===== config.mk =====
export PLATFORM = sky130hd
export DESIGN_NAME = parking_request_intake
export DESIGN_NICKNAME = d
export VERILOG_FILES = /design/src/rtl/parking_request_intake.sv
export SDC_FILE = /design/constraint.sdc
export NUM_CORES = 1
export LEC_CHECK = 0
export ABC_AREA = 0
export CORE_MARGIN = 2
export CORE_UTILIZATION = 25
export DETAILED_ROUTE_END_ITERATION = 12
export PLACE_DENSITY = 0.46
export SETUP_SLACK_MARGIN = 0.05
export SYNTH_ARGS = -nofsm -noshare
export SYNTH_HDL_FRONTEND = slang
export SYNTH_SLANG_ARGS = --single-unit

===== constraint.sdc =====
create_clock -name clock -period 5.51 [get_ports clock]
set_input_delay 1.3775 -clock clock [delete_from_list [all_inputs] [get_ports clock]]
set_output_delay 1.3775 -clock clock [all_outputs]
set_load 0.02 [all_outputs]

===== src/rtl/parking_request_intake.sv =====
// parking_request_intake
//   Request-side responder for the parking lot operator port. Single-cycle
//   park/retrieve pulses with a BCD license plate are validated, queued in a
//   small circular FIFO, and handed to the elevator controller one at a time.
//   Each request is held until req_ready, followed by one all-zero gap cycle.
//
// Build option:
//   PLATE_DEDUP_EN  when defined, a valid request whose {mode,plate} matches
//                   any queued entry is dropped and dup_drop pulses. When
//                   undefined, duplicates are queued and dup_drop is tied 0.
//
// Ports:
//   clock                   in   system clock, posedge
//   reset                   in   synchronous, active-low
//   license_plate           in   operator plate (4 BCD digits when PLATE_W=16)
//   in_mode / out_mode      in   1-cycle park / retrieve request
//   req_ready               in   controller accepts the presented request
//   in_mode_internal        out  presented request is park
//   out_mode_internal       out  presented request is retrieve
//   license_plate_internal  out  presented plate, 0 when nothing presented
//   pending_count           out  queued entries including the presented one
//   overflow                out  pulse: request dropped, queue full
//   invalid_req             out  pulse: malformed request rejected
//   dup_drop                out  pulse: duplicate request dropped
module parking_request_intake #(
  parameter int DEPTH   = 4,
  parameter int PLATE_W = 16
) (
  input  logic               clock,
  input  logic               reset,
  input  logic [PLATE_W-1:0] license_plate,
  input  logic               in_mode,
  input  logic               out_mode,
  input  logic               req_ready,
  output logic               in_mode_internal,
  output logic               out_mode_internal,
  output logic [PLATE_W-1:0] license_plate_internal,
  output logic [4:0]         pending_count,
  output logic               overflow,
  output logic               invalid_req,
  output logic               dup_drop
);

  localparam int PTR_W = (DEPTH > 1) ? $clog2(DEPTH) : 1;

  typedef enum logic [1:0] {
    IDLE    = 2'd0,
    PRESENT = 2'd1,
    GAP     = 2'd2
  } state_t;

  state_t             r_state;
  state_t             w_state_nxt;
  logic [PTR_W-1:0]   r_wptr;
  logic [PTR_W-1:0]   r_rptr;
  logic [4:0]         r_count;
  logic               r_overflow;
  logic               r_invalid;
  logic               r_dup;

  // Queue storage: mode bit is 1 for park, 0 for retrieve.
  logic               r_mem_mode  [DEPTH];
  logic [PLATE_W-1:0] r_mem_plate [DEPTH];

  logic w_any_req;
  logic w_malformed;
  logic w_valid;
  logic w_full;
  logic w_pop;
  logic w_push;
  logic w_dup;
  logic w_full_drop;

  // A plate is well-formed when non-zero and every nibble is a BCD digit.
  function automatic logic plate_ok(input logic [PLATE_W-1:0] p);
    logic ok;
    ok = (p != '0);
    for (int k = 0; k < PLATE_W / 4; k++) begin
      if (p[4*k +: 4] > 4'd9) ok = 1'b0;
    end
    return ok;
  endfunction

  assign w_any_req   = in_mode | out_mode;
  assign w_malformed = w_any_req & ((in_mode & out_mode) | ~plate_ok(license_plate));
  assign w_valid     = (in_mode ^ out_mode) & plate_ok(license_plate);
  assign w_full      = (r_count == 5'(DEPTH));
  assign w_pop       = (r_state == PRESENT) & req_ready;
  // A pop on a full queue frees the slot the push lands in.
  assign w_full_drop = w_valid & w_full & ~w_pop;

`ifdef PLATE_DEDUP_EN
  // Compare against every occupied slot, the presented head included.
  always_comb begin
    w_dup = 1'b0;
    for (int i = 0; i < DEPTH; i++) begin
      if ((5'(i) < r_count) &&
          (r_mem_mode[r_rptr + PTR_W'(i)] == in_mode) &&
          (r_mem_plate[r_rptr + PTR_W'(i)] == license_plate))
        w_dup = 1'b1;
    end
  end
`else
  assign w_dup = 1'b0;
`endif

  assign w_push = w_valid & ~w_full_drop & ~w_dup;

  // Control state: pointers, occupancy, FSM and status pulses
  always_ff @(posedge clock) begin
    if (!reset) begin
      r_state    <= IDLE;
      r_wptr     <= '0;
      r_rptr     <= '0;
      r_count    <= '0;
      r_overflow <= 1'b0;
      r_invalid  <= 1'b0;
      r_dup      <= 1'b0;
    end else begin
      r_state    <= w_state_nxt;
      r_overflow <= w_full_drop;
      r_invalid  <= w_malformed;
      r_dup      <= w_valid & ~w_full_drop & w_dup;
      if (w_push) r_wptr <= r_wptr + 1'b1;
      if (w_pop)  r_rptr <= r_rptr + 1'b1;
      case ({w_push, w_pop})
        2'b10:   r_count <= r_count + 5'd1;
        2'b01:   r_count <= r_count - 5'd1;
        default: r_count <= r_count;
      endcase
    end
  end

  // Queue payload; pointers alone define occupancy, so no reset is needed here.
  always_ff @(posedge clock) begin
    if (w_push) begin
      r_mem_mode[r_wptr]  <= in_mode;
      r_mem_plate[r_wptr] <= license_plate;
    end
  end

  // Next state and presented outputs. IDLE and GAP both move to PRESENT only
  // once the queue already holds an entry, giving the one-edge presentation
  // latency after a push and a single zero cycle between requests.
  always_comb begin
    w_state_nxt            = r_state;
    in_mode_internal       = 1'b0;
    out_mode_internal      = 1'b0;
    license_plate_internal = '0;
    case (r_state)
      IDLE: begin
        if (r_count != 5'd0) w_state_nxt = PRESENT;
      end
      PRESENT: begin
        in_mode_internal       = r_mem_mode[r_rptr];
        out_mode_internal      = ~r_mem_mode[r_rptr];
        license_plate_internal = r_mem_plate[r_rptr];
        if (req_ready) w_state_nxt = GAP;
      end
      GAP: begin
        w_state_nxt = (r_count != 5'd0) ? PRESENT : IDLE;
      end
      default: w_state_nxt = IDLE;
    endcase
  end

  assign pending_count = r_count;
  assign overflow      = r_overflow;
  assign invalid_req   = r_invalid;
  assign dup_drop      = r_dup;

endmodule


==> impl_metrics.toml <==
[worst_setup_path]
cp_max_fo = 6
path_delay_family = "compound AO/OA/AOI/OAI gates"
reg2reg_depth = 5
cp_num_buf_inv = 1
critPathLaunchType = "primary input"
cp.arrival_ns = 4.25
required_ns = 5.77
cp_slowest_cell = "clkdlybuf4s50_1"
path_class = "in -> reg"
worst_path_most_repeated_cell = "nor2_1"
timing.rr.start = "r_state[0]$_SDFFE_PN0P_"
endpoint_kind = "register"
regToRegSetupSlack_ns = 3.42
crit_chain = "clkdlybuf4s50_1 -> o21ai_0 -> nand4_2 -> nor3b_4 -> nor2_1 -> fa_1 -> a21o_1 -> a21oi_1 -> nor2_1 -> a2bb2oi_2 -> mux2i_1"
max_stage_delay_ns = 0.54
r2r-end = "r_mem_plate[1][13]$_DFFE_PP_"

[hold_path]
hold_class = "reg -> reg"
min_path_cells = 2
holdPathEnd = "pending_count[4]$_SDFFE_PN0P_"
hold_path.startpoint = "pending_count[4]$_SDFFE_PN0P_"

[cts]
postCtsHoldBufs = 0
cts_sinks = 83
post_cts_buffers = 0
clk_pin_slew_ns = 0.05
cts_tree = "yes"
numCtsBuffers = 9
clkLatencyLatePin_ns = 0.33
cts_buffer_depth = 2
cts_resized = 0
cts_max_level = 3
root_buffer = "clkbuf_16"

[floorplanning]
coreArea_um2 = 13900
dieArea_um2 = 15100
design.portCount = 47
rows = 43
dieHeight_um = 123
start_util_pct = 25.5
die_width_um = 123

[global_route]
antenna_found_initial = 0
grtUsageTotal_pct = 10.6
grt_pass1_wl_um = 11700
grt_max_degree = 20
grt_overflow = 0
grt_pass1_vias = 2052

[synth]
async_reset_ff_share_pct = 0
synth_area_um2 = 3540
postSynthCellCount = 208
ys_ff_latch = 83
synth_nets = 239
synth_top_area_share_pct = 57.6
yosysMostFrequentCell = "edfxtp_1"
yosysTopAreaCell = "edfxtp_1"
synth_edf_count = 68
synthFlopType = "edfxtp_1"
synth_area_per_cell_um2 = 17.0
seq_area_frac_synth_pct = 66.1
synthTopCellsByCount = "68 x edfxtp_1, 18 x nor2b_1, 17 x mux4_2"
yosysWarnings = 0
synth_cell_type_count = 38
synth.area.top_cells = "edfxtp_1 58%, mux4_2 11%, dfxtp_1 8.5%"

[sta]
final.period_utilization_pct = 72.6
fin_hold_ws_ns = 0.510
worst_slew_pin_slew_ns = 0.958
hold_viol_final = 0
finalCriticalPeriod_ns = 4.00
slew_headroom_pct = 36.1
slew_violations = 0
setup_viol = 0
max_freq_mhz = 250
fin_skew_ns = 0.00791
fin_setup_tns_ns = 0
rsz0062_at_grt = "no"

[finish]
nNetsFinal = 291
layout-drive-gt1-share_pct = 18.1
diodes = 0
syn_to_final_growth_pct = 27.0

[run]
cap_violations = 0

[run_status]
status = "complete, no violations"

[placement]
routabilityCongestion = 0.686
hpwl_um = 4920
portBuffers = 45

[routing]
totalWireLength_um = 7390
firstDrtPassIters = 4
num_vias = 1891
dr.first_iter.drc_count = 116
drcViolationCount = 0
via_per_inst = 4.25
ant_nets = 0
wl_per_cell_um = 16.6

[pwr]
power_density_nw_per_um2 = 367
peakVddDrop_uv = 139
leakagePower_nw = 1.49
where the power goes:
group,internal (mW),switching (mW)
Sequential,0.699,0.0259
Clock,0.351,0.226
Combinational,0.174,0.177
Total,1.22,0.429
final cells by class:
cell class | instances | area [um2]
multi-input cells | 111 | 1140
fillers | 1362 | 9380
flip-flops and latches | 83 | 2340
clock inverters | 4 | 51.3
repair buffers | 50 | 488
well taps | 180 | 225
inverters | 5 | 18.8
clock buffers | 12 | 236
worst register-to-register path: stages, from the launching register on:
cell	delay, ns
dfxtp_1	0.38
and3b_1	0.36
o31ai_4	0.12
nor3_4	0.29
and2_1	0.33
buf_4	0.31
how the worst max path moves through the flow:
stage / start / depth (start not counted) / slack, ns / to
after floorplan: license_plate[2] / 10 / 2.18 / pending_count[4]$_SDFFE_PN0P_
after global placement: license_plate[1] / 11 / 1.08 / pending_count[4]$_SDFFE_PN0P_
after detailed placement: license_plate[1] / 11 / 1.09 / pending_count[4]$_SDFFE_PN0P_
after CTS: register / 4 / 1.41 / license_plate_internal[2]
after global routing: license_plate[1] / 11 / 1.27 / pending_count[4]$_SDFFE_PN0P_
final: license_plate[1] / 11 / 1.51 / pending_count[4]$_SDFFE_PN0P_
stage by stage:
stage               power (mW)  utilization (%)  std cells  worst slack, ns  cell area [um2]
floorplan                0.950                -        208             2.18             3540
global placement          1.10             30.3        429             1.08             4210
global route              1.74             32.4        445             1.27             4500
CTS                       1.68             32.4        445             1.41             4500
detailed placement        1.10             30.3        429             1.09             4210
finish                    1.65             32.4        445             1.51             4500
cell usage in the layout, fill, tap and decap left out, drive strengths merged, types with 6 or more instances in the layout:
master,synthesis,final
and2,9,9
clkbuf,4,12
clkdlybuf4s50,0,45
dfxtp,15,15
edfxtp,68,68
ha,9,9
mux2i,6,6
mux4,17,17
nand2,10,10
nor2b,18,18
o21ai,6,6
per-layer routing:
metal | vias up | track usage, % | share of wire (%)
li1 | 895 | - | -
met1 | 951 | 13.2 | 45
met2 | 38 | 17.9 | 49
met3 | 7 | 3.09 | 4.2
met4 | 0 | 3.41 | 1.3
met5 | - | 0 | 0
logic make-up (layout without fill, tap and decap cells):
family | count (synthesis) | in the layout | synth area share (%)
mux | 24 | 24 | 12.9
compound gates | 13 | 13 | 2.86
buf+inv | 14 | 71 | 1.80
other cells | 1 | 1 | 0.106
simple gates | 58 | 58 | 11.3
fa+ha+maj | 10 | 10 | 3.74
xor+xnor | 5 | 5 | 1.24
flops | 83 | 83 | 66.1
sequential cells by signal, summed over array words and instances (netlist names), named ones only:
name,cells
r_mem_mode,4
invalid_req,1
r_rptr,2
overflow,1
pending_count,5
r_mem_plate,64
r_wptr,2
r_state,2
No activity file was read; power rests on OpenSTA's default activity.
